**config.mk**
```make
export PLATFORM = sky130hd
export DESIGN_NAME = rst_seq
export DESIGN_NICKNAME = d
export VERILOG_FILES = /design/src/rtl/rst_seq.sv
export SDC_FILE = /design/constraint.sdc
export NUM_CORES = 1
export LEC_CHECK = 0
export CORE_UTILIZATION = 39
export CTS_BUF_LIST = sky130_fd_sc_hd__clkbuf_8 sky130_fd_sc_hd__clkbuf_16
export CTS_CLUSTER_SIZE = 40
export DETAILED_ROUTE_END_ITERATION = 8
export PLACE_DENSITY = 0.57
export SETUP_SLACK_MARGIN = 0.3
export SLEW_MARGIN = 15
export SYNTH_ARGS = -nofsm -noshare
export SYNTH_HDL_FRONTEND = slang
export SYNTH_SLANG_ARGS = --single-unit
```
**constraint.sdc**
```tcl
create_clock -name clk_i -period 3.5 [get_ports clk_i]
set_clock_uncertainty 0.1 [all_clocks]
set_input_delay 0.35 -clock clk_i [delete_from_list [all_inputs] [get_ports clk_i]]
set_output_delay 0.35 -clock clk_i [all_outputs]
set_load 0.1 [all_outputs]
```
**src/rtl/rst_seq.sv**
```systemverilog
// -----------------------------------------------------------------------------
// rst_seq : staged domain-reset sequencer with PLL lock supervision
//
// Purpose
//   Sits in the system clock domain after the clock/reset generator. It
//   synchronizes the raw PLL lock indication and qualifies it over a window of
//   consecutive locked cycles. It then releases a set of active-low domain
//   resets one at a time, lowest bit first, with a fixed programmable gap
//   between them.
//   Once everything is released (RUN) it keeps watching lock. A filtered lock
//   loss pulls every domain back into reset and records the event.
//   A software reset request in RUN re-runs the staged release without
//   re-qualifying lock.
//
// Ports
//   clk_i         in   1         system clock
//   rst_i         in   1         synchronous active-high reset, overrides all
//   lock_i        in   1         raw PLL lock, asynchronous to clk_i
//   sw_rst_req_i  in   1         software reset request, one-cycle pulse
//   rst_n_o       out  N_STAGES  staged active-low resets, bit 0 released first
//   ready_o       out  1         all stages released and sequencer in RUN
//   lock_lost_o   out  1         sticky: lock was lost after release began
//   relock_cnt_o  out  8         saturating count of lock-loss events
//
// Parameters
//   SYNC_STAGES         synchronizer depth on lock_i (>= 2)
//   LOCK_STABLE_CYCLES  locked cycles counted in STABLE before release (>= 1)
//   STAGE_GAP           cycles between stage releases and software-reset
//                       hold length (>= 1)
//   N_STAGES            number of staged reset outputs (1..8)
//   LOSS_FILTER         consecutive unlocked cycles in RUN that count as a
//                       loss (>= 1)
// -----------------------------------------------------------------------------
module rst_seq #(
  parameter int SYNC_STAGES        = 2,
  parameter int LOCK_STABLE_CYCLES = 1024,
  parameter int STAGE_GAP          = 16,
  parameter int N_STAGES           = 3,
  parameter int LOSS_FILTER        = 4
) (
  input  logic                clk_i,
  input  logic                rst_i,
  input  logic                lock_i,
  input  logic                sw_rst_req_i,
  output logic [N_STAGES-1:0] rst_n_o,
  output logic                ready_o,
  output logic                lock_lost_o,
  output logic [7:0]          relock_cnt_o
);

  // One shared cycle counter serves the stability window, the inter-stage gap
  // and the software-reset hold. It only ever has to reach the larger of the
  // two programmable lengths minus one.
  localparam int CNT_SPAN = (LOCK_STABLE_CYCLES > STAGE_GAP) ? LOCK_STABLE_CYCLES : STAGE_GAP;
  localparam int CNT_W    = (CNT_SPAN > 1) ? $clog2(CNT_SPAN) : 1;
  localparam int SIDX_W   = (N_STAGES > 1) ? $clog2(N_STAGES) : 1;
  localparam int LOSS_W   = (LOSS_FILTER > 1) ? $clog2(LOSS_FILTER) : 1;

  localparam logic [CNT_W-1:0]    STABLE_LAST = CNT_W'(LOCK_STABLE_CYCLES - 1);
  localparam logic [CNT_W-1:0]    GAP_LAST    = CNT_W'(STAGE_GAP - 1);
  localparam logic [SIDX_W-1:0]   STAGE_LAST  = SIDX_W'(N_STAGES - 1);
  localparam logic [LOSS_W-1:0]   LOSS_LAST   = LOSS_W'(LOSS_FILTER - 1);
  localparam logic [N_STAGES-1:0] FIRST_STAGE = N_STAGES'(1);

  typedef enum logic [2:0] {
    ST_WAIT_LOCK = 3'd0,
    ST_STABLE    = 3'd1,
    ST_RELEASE   = 3'd2,
    ST_RUN       = 3'd3,
    ST_HOLD      = 3'd4
  } state_t;

  // Saturating increment for the 8-bit loss-event counter.
  function automatic logic [7:0] sat_inc8(input logic [7:0] val);
    logic [7:0] res;
    if (val == 8'hFF) begin
      res = val;
    end else begin
      res = val + 8'd1;
    end
    return res;
  endfunction

  // Next release pattern: shift in a one from the bottom. Bits can therefore
  // only become set in ascending order.
  function automatic logic [N_STAGES-1:0] release_next(input logic [N_STAGES-1:0] cur);
    return (cur << 1'b1) | FIRST_STAGE;
  endfunction

  logic [SYNC_STAGES-1:0] sync_q;
  logic                   lock_s;

  state_t                 state_q,     state_d;
  logic [CNT_W-1:0]       cnt_q,       cnt_d;
  logic [SIDX_W-1:0]      stage_q,     stage_d;
  logic [LOSS_W-1:0]      loss_q,      loss_d;
  logic [N_STAGES-1:0]    rst_n_q,     rst_n_d;
  logic                   ready_q,     ready_d;
  logic                   lock_lost_q, lock_lost_d;
  logic [7:0]             relock_q,    relock_d;
  logic                   loss_evt_s;

  // Lock synchronizer: lock_i is asynchronous, so only the last flop is used.
  always_ff @(posedge clk_i) begin
    if (rst_i) begin
      sync_q <= '0;
    end else begin
      sync_q <= {sync_q[SYNC_STAGES-2:0], lock_i};
    end
  end

  assign lock_s = sync_q[SYNC_STAGES-1];

  // Sequencer state and registered outputs.
  always_ff @(posedge clk_i) begin
    if (rst_i) begin
      state_q     <= ST_WAIT_LOCK;
      cnt_q       <= '0;
      stage_q     <= '0;
      loss_q      <= '0;
      rst_n_q     <= '0;
      ready_q     <= 1'b0;
      lock_lost_q <= 1'b0;
      relock_q    <= 8'd0;
    end else begin
      state_q     <= state_d;
      cnt_q       <= cnt_d;
      stage_q     <= stage_d;
      loss_q      <= loss_d;
      rst_n_q     <= rst_n_d;
      ready_q     <= ready_d;
      lock_lost_q <= lock_lost_d;
      relock_q    <= relock_d;
    end
  end

  // Next-state and next-output logic.
  always_comb begin
    state_d     = state_q;
    cnt_d       = cnt_q;
    stage_d     = stage_q;
    loss_d      = loss_q;
    rst_n_d     = rst_n_q;
    ready_d     = ready_q;
    lock_lost_d = lock_lost_q;
    relock_d    = relock_q;
    loss_evt_s  = 1'b0;

    case (state_q)
      ST_WAIT_LOCK: begin
        rst_n_d = '0;
        ready_d = 1'b0;
        cnt_d   = '0;
        if (lock_s) begin
          state_d = ST_STABLE;
        end else begin
          state_d = ST_WAIT_LOCK;
        end
      end

      ST_STABLE: begin
        // Dropping lock while qualifying only restarts qualification; it is
        // not a loss event because nothing has been released yet.
        if (!lock_s) begin
          state_d = ST_WAIT_LOCK;
          cnt_d   = '0;
        end else if (cnt_q == STABLE_LAST) begin
          state_d = ST_RELEASE;
          cnt_d   = '0;
          stage_d = '0;
          rst_n_d = FIRST_STAGE;
        end else begin
          cnt_d = cnt_q + 1'b1;
        end
      end

      ST_RELEASE: begin
        // Lock is unfiltered here: downstream domains are coming out of
        // reset and must not run on a suspect clock.
        if (!lock_s) begin
          loss_evt_s = 1'b1;
        end else if (cnt_q == GAP_LAST) begin
          cnt_d = '0;
          if (stage_q == STAGE_LAST) begin
            state_d = ST_RUN;
            ready_d = 1'b1;
            loss_d  = '0;
          end else begin
            stage_d = stage_q + 1'b1;
            rst_n_d = release_next(rst_n_q);
          end
        end else begin
          cnt_d = cnt_q + 1'b1;
        end
      end

      ST_RUN: begin
        // A filtered loss completing this cycle takes priority over a
        // simultaneous software request.
        if (!lock_s && (loss_q == LOSS_LAST)) begin
          loss_evt_s = 1'b1;
        end else if (sw_rst_req_i) begin
          state_d = ST_HOLD;
          cnt_d   = '0;
          loss_d  = '0;
          rst_n_d = '0;
          ready_d = 1'b0;
        end else if (!lock_s) begin
          loss_d = loss_q + 1'b1;
        end else begin
          loss_d = '0;
        end
      end

      ST_HOLD: begin
        // Lock was already qualified before RUN, so the hold exits straight
        // into a fresh staged release.
        if (!lock_s) begin
          loss_evt_s = 1'b1;
        end else if (cnt_q == GAP_LAST) begin
          state_d = ST_RELEASE;
          cnt_d   = '0;
          stage_d = '0;
          rst_n_d = FIRST_STAGE;
        end else begin
          cnt_d = cnt_q + 1'b1;
        end
      end

      default: begin
        state_d = ST_WAIT_LOCK;
        cnt_d   = '0;
        stage_d = '0;
        loss_d  = '0;
        rst_n_d = '0;
        ready_d = 1'b0;
      end
    endcase

    // Common lock-loss action, shared by RELEASE, RUN and HOLD.
    if (loss_evt_s) begin
      state_d     = ST_WAIT_LOCK;
      cnt_d       = '0;
      stage_d     = '0;
      loss_d      = '0;
      rst_n_d     = '0;
      ready_d     = 1'b0;
      lock_lost_d = 1'b1;
      relock_d    = sat_inc8(relock_q);
    end else begin
      lock_lost_d = lock_lost_q;
    end
  end

  assign rst_n_o      = rst_n_q;
  assign ready_o      = ready_q;
  assign lock_lost_o  = lock_lost_q;
  assign relock_cnt_o = relock_q;

endmodule

```
### Yosys cells after proc, flatten, opt, wreduce, memory -nomap -nowiden

Cells that the tools add are included.

* bits of input ports: 4
* flip-flop bits (word level): 32
* logic and storage cells: 105

* bitwise operators: 4
* mux-type cells: 52
* eq/ne operators: 21
* $add $sub $neg: 4
* reductions and logical operators: 15

Operators with widths (count)
* $mux W10: 6
* $mux W3: 18
* $pmux W10 S3: 1
* $mux W2: 13
* $ne A2 B2 Y1 const B: 10
* $reduce_and A8 Y1: 2
* $pmux W3 S5: 1
* $pmux W3 S4: 1
* $add A10 B1 Y10 const B: 1
* $eq A10 B10 Y1 const B: 1
* $eq A10 B4 Y1 const B: 1
* $reduce_and A9 Y1: 1
* $add A8 B1 Y8 const B: 1
* $eq A8 B8 Y1 const B: 1
* $mux W1: 8
* $pmux W2 S4: 1
* $reduce_or A2 Y1: 4
* $eq A3 B2 Y1 const B: 2
* $pmux W2 S3: 1
* $reduce_and A6 Y1: 1
* $reduce_and A5 Y1: 1
* $add A2 B1 Y2 const B: 2
* $eq A2 B2 Y1 const B: 2
* $not A1 Y1: 4
* 12 further kinds: 12

### Depth between registers and ports, before layout

* depth in word-level cells: 5
* gate-level depth with buffers: 7
* depth with buffers taken out: 6

### Worst setup path before layout

Ideal clock, no wire load.

* kind: register to register
* start point: reg relock_q[2] (netlist: relock_cnt_o[2])
* end point: reg relock_q[1] (netlist: relock_cnt_o[1])
* data required time: 3272 ps
* path slack: 1253 ps
* buffers on the path: 0
* period minus slack after synthesis: 2247 ps
* stages on the path, launching flop included: 6
* arrival: 2020 ps
* setup time: 128 ps
* cell sequence: dfxtp_1 > nand4_1 > nor3_1 > nor3_1 > mux2i_1 > nor2_1

* cells in the longest elaborated chain, start to end: 3

Ends and longest elaborated chain
* start: declaration: line 100 `logic [7:0] relock_q, relock_d;`
* start signal: assignment: line 133 `relock_q <= relock_d;`
* $eq A8 B8 Y1: line 76 `if (val == 8'hFF) begin`
* $not A1 Y1 (no source line)
* $reduce_and A2 Y1 (no source line)

No other way between the ends.
A chain may end at the register's enable or synchronous reset.

### Final worst setup path

* start point: reg state_q[1]
* end point: reg cnt_q[1]

* cells in the longest elaborated chain, start to end: 4
* elaborated cells between the ends (all ways): 12
* those cells by class: 7 x eq/ne; 2 x mux; 3 x reduce/logical

Ends and longest elaborated chain
* start: declaration: line 93 `state_t state_q, state_d;`
* start signal: assignment: line 126 `state_q <= state_d;`
* $eq A3 B3 Y1 / $eq A3 B2 Y1 (equally long branches): line 149 `case (state_q)`
* $reduce_or A2 Y1 (no source line)
* $ne A2 B1 Y1 (no source line) / $pmux W1 S2 (equally long branches)
* $reduce_and A3 Y1 (no source line) / $reduce_or A2 Y1 (equally long branches)
* end signal: assignment: line 127 `cnt_q <= cnt_d;`
* end: declaration: line 94 `logic [CNT_W-1:0] cnt_q, cnt_d;`

Parallel ways exist; a longest one is shown, timed or not.

==> results.toml <==
[sta]
slew_headroom = 0.346
tightest_slew_ps = 978
period_share = 0.704
drv_slew = 0
rsz0062_at_grt = "false"
max_freq_ghz = 0.406
tns_ps = 0
period_needed_ps = 2460
hold_viol = 0
setup_viol_count_final = 0

[synthesis]
synth_area_leader_cell = "dfxtp_1"
netlist_instances = 198
yosysUniqueCellTypes = 43
synthTopCellsByArea = "dfxtp_1 38%, nor2_1 5.6%, xor2_1 4.7%"
synth_edf_count = 0
synthesis.area_um2 = 1690
syn_avg_cell_area_um2 = 8.54
ys_warn_count = 0
synth_fp_nets = 206
async_flop_share = 0
yosysTopAreaCellShare = 0.379
synthFlopType = "dfxtp_1"
ys_seq_elements = 32
seq_area_frac_synth = 0.379

[clock_network]
post_cts_resized = 0
cts_sinks = 32
ctsHoldBuffers = 0
clk_latency_ps = 280
cts_buffer_depth = 2
cts_tree = "done"
path_clk_slew_ps = 70
cts_max_level = 2
cts_setup_buffers = 0
numCtsBuffers = 5
root_buffer = "clkbuf_8"

[power_and_ir_drop]
switching_share = 0.382
power_density_nw_per_um2 = 524
ir_drop_mv = 0.236
p_switching_w = 0.000395
p_int_w = 0.000639
power_frac_comb = 0.311
p_clk_frac = 0.273
seqPwrFrac = 0.416
power_leakage_nw = 0.710

[route]
viasPerCell = 5.53
routed_wirelength_um = 3650
vias = 1465
drt-wirelength-per-cell_um = 13.8
dr.pass1.iters = 5
drt_iter0_drc = 89
drc = 0
ant_nets = 0

[floorplanning]
start_util = 0.414
die_h_um = 67.8
rows = 23
dieArea_um2 = 4600
boundaryPins = 17
core_area_um2 = 4090
dieWidth_um = 67.8

[setup_path]
worstSetupStartpointType = "flop"
worstSetupPathType = "flop to flop"
regToRegSetupSlack_ps = 1040
crit_slowest_cell = "dfxtp_1"
cp_max_fo = 18
path_cells = "nor4b_1 -> a311o_1 -> nor4_2 -> o21ai_2 -> a21oi_1"
end_kind = "flop"
worstPathRequired_ps = 3600
cpPeakStageDelay_ps = 720
cp.arrival_ps = 2560

[placed_design]
place_hpwl_um = 2560
dpl-instance-area_um2 = 1880
portBuffers = 16
place_congestion = 0.827

[finish]
synthToLayoutAreaGrowth_pct = 16.7
layout_commonest_cell = "dfxtp_1"
nets = 222
num_antenna_cells = 0
final_cell_mix = "32 x dfxtp_1, 25 x nor2_1, 16 x clkdlybuf4s50_1, 15 x nand2_1, 9 x xor2_1"
drive_gt1_frac = 0.0698
design_area_um2 = 1970
num-fill-cells = 399

[global_route]
grtUsageMet2 = 0.278
grt.overflow.total = 0
antenna_found_initial = 0
track_usage = 0.185
use_met3 = 0.0483
use_met1 = 0.251
busiest_layer = "met2"
grt_max_degree = 19
grt_pass1_wl_um = 6310
grt_pass1_vias = 1352

[status]
status = "completed"

[min_path]
worst_hold_path_type = "flop to flop"

[run]
cap_violations = 0
-- synthesized netlist by cell type (2+ instances only) --
library cell,count
xor2_1,9
a221oi_1,2
nand4_1,7
nor2_1,25
nor4b_1,2
nand3_1,8
a21oi_1,5
mux2i_1,7
o21ai_0,7
nor2b_1,5
xnor2_1,7
buf_2,3
a31oi_1,2
dfxtp_1,32
nor4_1,7
ha_1,4
and3_1,5
nand2b_1,5
nand2_1,15
or4_1,2
clkbuf_1,3
and2_1,3
nor3_1,6
nor3b_1,3
inv_1,6
-- path summary, 6_finish.rpt --
path                                              start                     to  depth (start not counted)
worst max-delay path            state_q[1]$_SDFFE_PP0P_  cnt_q[1]$_SDFFE_PP0P_                          5
worst min-delay path               sync_q[0]$_SDFF_PP0_   sync_q[1]$_SDFF_PP0_                          1
worst max register to register  state_q[1]$_SDFFE_PP0P_  cnt_q[1]$_SDFFE_PP0P_                          5
worst min register to register     sync_q[0]$_SDFF_PP0_   sync_q[1]$_SDFF_PP0_                          1
-- power by group through the flow --
stage	sequential, W	clock, W	combinational, W
floorplan	0.000492	0	0.000198
global placement	0.000435	0	0.000318
detailed placement	0.000436	0	0.000318
CTS	0.000428	0.000294	0.000320
global route	0.000435	0.000312	0.000347
finish	0.000430	0.000282	0.000322
-- through the flow --
| step | hold WS [ps] | cells | setup WS, ps | total power (W) | utilization |
|---|---|---|---|---|---|
| after CTS | 356 | 265 | 1050 | 0.00104 | 0.483 |
| after global placement | 344 | 257 | 965 | 0.000754 | 0.461 |
| after detailed placement | 332 | 257 | 913 | 0.000754 | 0.461 |
| after floorplan | 314 | 198 | 1250 | 0.000689 | - |
| after global routing | 360 | 265 | 811 | 0.00109 | 0.483 |
| final | 352 | 265 | 1040 | 0.00103 | 0.483 |
-- cell families after synthesis --
kind of cell	Yosys count	synth area share
muxes	7	0.0415
DFF	32	0.379
and+or+nand+nor	101	0.332
xor gates and xnor gates	16	0.0829
buffers and inverters	13	0.0311
AOI/OAI and AO/OA	25	0.104
adders and majority gates	4	0.0296
-- sequential cells by signal, indices dropped and copies added (netlist names) --
signal	cells
cnt_q	10
relock_cnt_o	8
rst_n_o	3
state_q	3
loss_q	2
stage_q	2
sync_q	2
lock_lost_o	1
ready_o	1
-- layout make-up --
| class | count | area, um^2 | area share |
|---|---|---|---|
| Clock inverter | 2 | 7.51 | 0.00380 |
| Sequential cell | 32 | 641 | 0.325 |
| Timing Repair Buffer | 16 | 160 | 0.0812 |
| Multi-Input combinational cell | 153 | 997 | 0.505 |
| Inverter | 6 | 22.5 | 0.0114 |
| Clock buffer | 6 | 82.6 | 0.0419 |
| Tap cell | 50 | 62.6 | 0.0317 |
-- routing by layer --
metal,part of all wire,vias up,routed length (um)
met5,0,-,0
met4,0.0074,0,27
met1,0.49,683,1780
met3,0.051,4,185
li1,-,737,-
met2,0.46,41,1660
-- worst max-delay path: cells and delay by family (launching register included) --
| family | cells | cell delay (ps) |
|---|---|---|
| AOI/OAI and AO/OA | 3 | 860 |
| and+or+nand+nor | 2 | 690 |
| DFF | 1 | 720 |
No activity file was read; power rests on OpenSTA's default activity.
